--- src/rtl/pipelined_subtractor.sv ---
// rtl/pipelined_subtractor.sv - S-stage sliced subtractor (op1 - op2 - bin) with rippled borrow
// and a ready/valid output handshake; the whole pipeline freezes under backpressure.
module pipelined_subtractor #(
   parameter int W = 128,
   parameter int S = 4
) (
   input  logic         clk,
   input  logic         rstn,
   input  logic [W-1:0] op1,
   input  logic [W-1:0] op2,
   input  logic         bin,
   input  logic         valid_op1,
   input  logic         valid_op2,
   output logic         in_ready,
   output logic [W-1:0] res,
   output logic         bout,
   output logic         ovf,
   output logic         valid,
   input  logic         res_ready
);

   localparam int SW = W / S;

   if (W % S != 0) begin : g_bad_width
      $error("pipelined_subtractor: W must be a multiple of S");
   end

   logic         en;
   logic [W-1:0] a_q   [S];
   logic [W-1:0] b_q   [S];
   logic [W-1:0] p_q   [S];
   logic         br_q  [S];
   logic         v_q   [S];
   logic [SW:0]  d     [S];
   logic [W-1:0] p_nxt [S];

   assign en       = res_ready | ~valid;
   assign in_ready = en;

   // Each stage replaces its own slice in the forwarded partial result; the
   // extra top bit of the widened difference is the slice borrow-out.
   always_comb begin
      for (int k = 0; k < S; k++) begin
         d[k]     = {1'b0, a_q[k][k*SW +: SW]} - {1'b0, b_q[k][k*SW +: SW]}
                    - {{SW{1'b0}}, br_q[k]};
         p_nxt[k] = p_q[k];
         p_nxt[k][k*SW +: SW] = d[k][SW-1:0];
      end
   end

   always_ff @(posedge clk or negedge rstn) begin
      if (!rstn) begin
         for (int k = 0; k < S; k++) begin
            a_q[k]  <= '0;
            b_q[k]  <= '0;
            p_q[k]  <= '0;
            br_q[k] <= 1'b0;
            v_q[k]  <= 1'b0;
         end
         res   <= '0;
         bout  <= 1'b0;
         ovf   <= 1'b0;
         valid <= 1'b0;
      end else if (en) begin
         a_q[0]  <= op1;
         b_q[0]  <= op2;
         p_q[0]  <= '0;
         br_q[0] <= bin;
         v_q[0]  <= valid_op1 & valid_op2;
         for (int k = 1; k < S; k++) begin
            a_q[k]  <= a_q[k-1];
            b_q[k]  <= b_q[k-1];
            p_q[k]  <= p_nxt[k-1];
            br_q[k] <= d[k-1][SW];
            v_q[k]  <= v_q[k-1];
         end
         valid <= v_q[S-1];
         // Output data only moves with a real result so it holds across bubbles.
         if (v_q[S-1]) begin
            res  <= p_nxt[S-1];
            bout <= d[S-1][SW];
            ovf  <= (a_q[S-1][W-1] != b_q[S-1][W-1]) & (p_nxt[S-1][W-1] != a_q[S-1][W-1]);
         end
      end
   end

endmodule

--- config.mk ---
export PLATFORM = sky130hd
export DESIGN_NAME = pipelined_subtractor
export DESIGN_NICKNAME = d
export VERILOG_FILES = /design/src/rtl/pipelined_subtractor.sv
export SDC_FILE = /design/constraint.sdc
export NUM_CORES = 2
export LEC_CHECK = 0
export ABC_CLOCK_PERIOD_IN_PS = 3400
export CORE_MARGIN = 8
export CORE_UTILIZATION = 37
export CTS_BUF_LIST = sky130_fd_sc_hd__clkbuf_16
export CTS_CLUSTER_DIAMETER = 30
export DETAILED_ROUTE_END_ITERATION = 8
export GPL_ROUTABILITY_DRIVEN = 0
export PLACE_DENSITY = 0.54
export SLEW_MARGIN = 20
export SYNTH_ARGS = -nofsm -noshare
export SYNTH_HDL_FRONTEND = slang
export SYNTH_SLANG_ARGS = --single-unit
--- constraint.sdc ---
create_clock -name clk -period 3.4 [get_ports clk]
set_input_delay 0.34 -clock clk [delete_from_list [all_inputs] [get_ports clk]]
set_output_delay 0.34 -clock clk [all_outputs]
set_load 0.01 [all_outputs]
### Word-level counts from Yosys, hierarchy flattened

Index checks and enable logic that the tools add are counted.

* input port bits: 262
* output and inout port bits: 132
* bits in registers: 1355
* word-level logic and storage cells: 38

* reductions and logical operators: 1
* equality and inequality tests: 2
* add/subtract/negate cells: 8
* bitwise gates (word level): 4

Operator list (count)
* subtractor 32 x 32 -> 33 bit: 4
* subtractor 33 x 1 -> 33 bit: 4
* bitwise AND 1 bit: 2
* inequality test 1 bit: 2
* AND reduction 2 bit: 1
* NOT 1 bit: 1
* bitwise OR 1 bit: 1

### Depth between registers and ports, before layout

* depth in word-level cells: 4
* gate-level depth with buffers: 15
* gate-level depth less buffers: 14

### Worst setup path after synthesis

OpenSTA, ideal clock, no wires.

* path kind: register to register
* start: register a_q[384] (netlist bit)
* end: register br_q[2] (netlist bit)
* data arrival time: 3106 ps
* data required time: 3263 ps
* period minus slack after synthesis: 3243 ps
* library setup time: 137 ps
* buffers on the path: 0
* stages on the path, launching flop included: 13
* setup slack: 157 ps
* cells stage by stage: dfrtp_1 > fa_1 > fa_1 > nand2b_1 > a2111oi_4 > or3_1 > a311oi_2 > a221oi_2 > o21ai_1 > a31o_1 > a21oi_2 > xnor2_1 > a21oi_1

* longest elaborated chain between the ends: 2

RTL lines
* start, declared: RTL line 29 `logic [W-1:0] a_q [S];`
* start signal, assigned by index: RTL line 71 `a_q[k] <= a_q[k-1];`
* subtractor 32 x 32 -> 33 bit: RTL line 44 `d[k] = {1'b0, a_q[k][k*SW +: SW]} - {1'b0, b_q[k][k*SW +: SW]}`
* subtractor 33 x 1 -> 33 bit: RTL line 45 `- {{SW{1'b0}}, br_q[k]};`
* end signal, assigned by index: RTL line 74 `br_q[k] <= d[k-1][SW];`
* end, declared: RTL line 32 `logic br_q [S];`

Every way passes these cells.
A chain may end at the register's enable or synchronous reset.

### Final worst setup path

* start: register br_q[0] (netlist bit)
* end: register ovf

* longest elaborated chain between the ends: 3

RTL lines
* subtractor 33 x 1 -> 33 bit: RTL line 45
* inequality test 1 bit: RTL line 82 `ovf <= (a_q[S-1][W-1] != b_q[S-1][W-1]) & (p_nxt[S-1][W-1] != a_q[S-1][W-1]);`
* bitwise AND 1 bit: RTL line 82
* end signal, assigned: RTL line 82
* end, declared: RTL line 17 `output logic ovf,`

Every way passes these cells.

==> summary.md <==
| Metric | Value |
|---|---|
| Worst path arrival time | 4.03 ns |
| Vias/cell | 4.630 |
| Clock root cell | clkbuf_16 |
| Vias in the first global route | 34480 |
| H-tree depth | 4 |
| Layout Skew | around 0.031 ns |
| Crit path kind | reg -> reg |
| Max Freq | 300.2 MHz |
| Share of the synthesized area in the top cell type | 54.35% |
| Fraction of registers with async set/reset | 100.0% |
| Post-detailed-route count of antenna-violating nets | 0 |
| Data required time of the critical path | 4.10 ns |
| Top cells by area, synth | dfrtp_1 54%, nand2_1 18%, ha_1 6.9%, inv_1 3.4%, o21ai_0 2.7% |
| Worst setup EP type | flop |
| CP startpoint kind | flop |
| Tightest Pin Transition | roughly 0.92 ns |
| CTS sink cnt | 971 |
| Core Rows | ~130 |
| Synthesized instance count | between 4000 and 5000 |
| Relative slew margins | 38.52% |
| Total grt overflow | 0 |
| Area growth, synth to finish | 31.57% |
| Initial Utilization | 37.26% |
| Tcrit/Tclk final | between 90 and 100% |
| Fill count | 11410 |
| Worst-path clk slew | 0.04 ns |
| Die X | about 360 um |
| Largest net degree at the start of global routing | ~200 |
| EDFF count, synth | 0 |
| Clk buf depth | 3 |
| WL per Instance | 15.38 um |
| Sequential-to-total area share from yosys stat | 54.35% |
| Hold Path Sink | a_q[491] |
| Commonest non-fill, non-tap cell in the layout | nand2_1 |
| PD cells | 1235 nW/um2 |
| Area leader, netlist | dfrtp_1 |
| Chip height | 363.6 um |
| DRC viols | 0 |
| Hold Path Cell Cnt | 3 |
| Worst-Skew Late Latency | 0.80 ns |
| Full die area | 132200 um2 |
| TritonCTS clock tree | yes |
| Final WL | 112000 um |
| Yosys cell types | 76 |
| Sequential share of power | a little over a quarter |
| Maxcap violations | 0 |
| Crit Reg-Reg Startpoint | br_q[0] |
| Most frequent cells in the layout | 2094 x nand2_1, 971 x dfrtp_1, 436 x inv_1, 392 x clkdlybuf4s50_1, 245 x ha_1 |
| Sw Share | 37.47% |
| Post-layout nets | 5994 |
| Final Slew Violations | 0 |
| Leakage Power | 29.74 nW |
| Vias | 33730 |
| Clock network power share | 29.8% |
| Core Area | 120000 um2 |
| Ys Warns | 0 |
| PnR worst setup slack | 0.06839 ns |
| Final min period | between 3 and 4 ns |
| Pre-antenna DRT Iters | 8 |
| Peak VDD IR | 522.6 uV |
| RR Endpoint | ovf |
| # IOs | 394 |
| Mapped Nets | between 5000 and 6000 |
| Final Hold Viols | 0 |
| Status | complete, no violations |
| GRT Util Overall | about 17% |
| Type of the most critical hold path | in -> reg |
| R2R setup slack | 0.07 ns |
| Psw | 27.23 mW |
| Crit path max fanout | 2 |
| Ys flop type | dfrtp_1 |
| Setup WS pre-CTS | -0.1545 ns |
| Final HPWL DP | about 76000 um |
| # setup viols final | 0 |
| First-pass GRT wire length | 182700 um |
| I/O Buffers | 393 |
| Initial antenna violation count | 5 |
| RSZ-0062 raised after global routing | true |
| Mean Syn Cell Area | 8.954 um2 |
| Combinational share of power | 43.6% |
| Cells on worst reg2reg path | 15 |
| Area of the mapped netlist | 44710 um2 |
| Inserted Clock Buffers | 226 |
| FF+latch count, synth | 971 |
| Final Power | roughly 73 mW |
| Internal power | roughly 45 mW |
| Layout cells sized above 1 | 10.51% |
| HP Start | op1[107] |
| Iteration-0 DRC Markers | between 2000 and 2500 |
| Setup_tns | 0 ns |
-- cell usage after synthesis (12+ instances only) --
library cell  number
a21o_1            71
a21oi_1          152
a31oi_1           17
and3_1            17
buf_1             27
clkbuf_1         188
dfrtp_1          971
ha_1             248
inv_1            403
mux2_2            98
nand2_1         2095
nand2b_1          13
nand3_1           28
nand4_1           13
nor2_1           104
nor2b_1           12
nor3_1            14
o21a_1            19
o21ai_0          242
o21bai_1          18
o31ai_1           14
xnor2_1           66
xor2_1            50
-- area by class of cell --
cell class                 instances  area (um2)  area share (%)
inverter                         404        1524           2.591
sequential                       971       24300           41.31
multi-input combinational       3400       18330           31.16
timing repair buffer             473        4835           8.219
clock buffer                     227        5680           9.657
antenna                            2       5.005        0.008509
clock inverter                   195        2130           3.620
tap                             1612        2017           3.429
-- kinds of logic after synthesis --
logic type | after synthesis | share of synthesized area, %
DFF | 971 | 54.35
adders and majority gates | 256 | 7.299
buffers and inverters | 622 | 5.231
AOI/OAI and AO/OA | 599 | 8.111
muxes | 100 | 2.513
and+or+nand+nor | 2329 | 20.22
xor gates and xnor gates | 116 | 2.273
-- through the flow --
| stage | hold WS, ns | area [um2] | cells | util, % |
|---|---|---|---|---|
| 5_1_grt | 0.03294 | 58820 | 7282 | 49.02 |
| 3_3_place_gp | 0.4483 | 50660 | 6848 | 42.23 |
| 6_report | 0.06838 | 58820 | 7284 | 49.03 |
| 3_5_place_dp | 0.4517 | 50660 | 6848 | 42.23 |
| 4_1_cts | 0.0005910 | 58540 | 7274 | 48.80 |
| 2_1_floorplan | 0.04441 | 44710 | 4993 | - |
-- registers in the layout, summed over array words and instances (netlist names), 4 cells and up --
register  count
b_q         320
p_nxt       192
a_q         320
res         128
br_q          4
v_q           4
-- routing by layer --
| metal | GRT usage, % | vias to the layer above | share of wire [%] |
|---|---|---|---|
| met5 | 0 | - | 0.019 |
| met2 | 25.62 | 630 | 44 |
| li1 | - | 16830 | - |
| met3 | 4.661 | 181 | 5.7 |
| met4 | 5.564 | 4 | 2.4 |
| met1 | 23.32 | 16090 | 48 |
-- power groups by stage --
stage / Clock (mW) / Sequential (mW) / Combinational [mW]
after global routing: 22.8 / 20.0 / 35.9
after floorplan: 0 / 18.9 / 21.8
after global placement: 0 / 19.4 / 30.5
final: 21.6 / 19.4 / 31.7
after CTS: 22.1 / 19.4 / 31.2
after detailed placement: 0 / 19.6 / 30.8
-- worst max-delay path by stage --
stage | startpoint | slack, ns | cells after the start | to
after floorplan | a_q[384] | 0.16 | 12 | br_q[2]
after global placement | a_q[384] | -0.1 | 12 | br_q[2]
after detailed placement | a_q[384] | -0.15 | 12 | br_q[2]
after CTS | a_q[384] | 0.02 | 12 | br_q[2]
after global routing | br_q[0] | -0.10 | 15 | ovf
final | br_q[0] | 0.07 | 15 | ovf
-- timing repair --
action | 4_1_cts | 5_1_grt
buffers inserted | 1 | 9
setup endpoints to repair | 8 | 32
hold endpoints to repair | 55 | 0
hold buffers | 3 | 0
pin swaps | 7 | 43
gates resized for setup | 7 | 51
-- worst max-delay path: stages (launching register included) --
cell and delay, ns:
dfrtp_1 0.35, inv_2 0.04, fa_1 0.55, inv_1 0.05
ha_2 0.16, o21ai_2 0.15, a31oi_2 0.13, o21ba_4 0.25
o31a_1 0.32, o31ai_4 0.30, buf_4 0.16, o31ai_4 0.06
a211oi_2 0.27, xnor2_2 0.16, xnor2_1 0.08, o31ai_1 0.19
No activity file was read; power rests on OpenSTA's default activity.
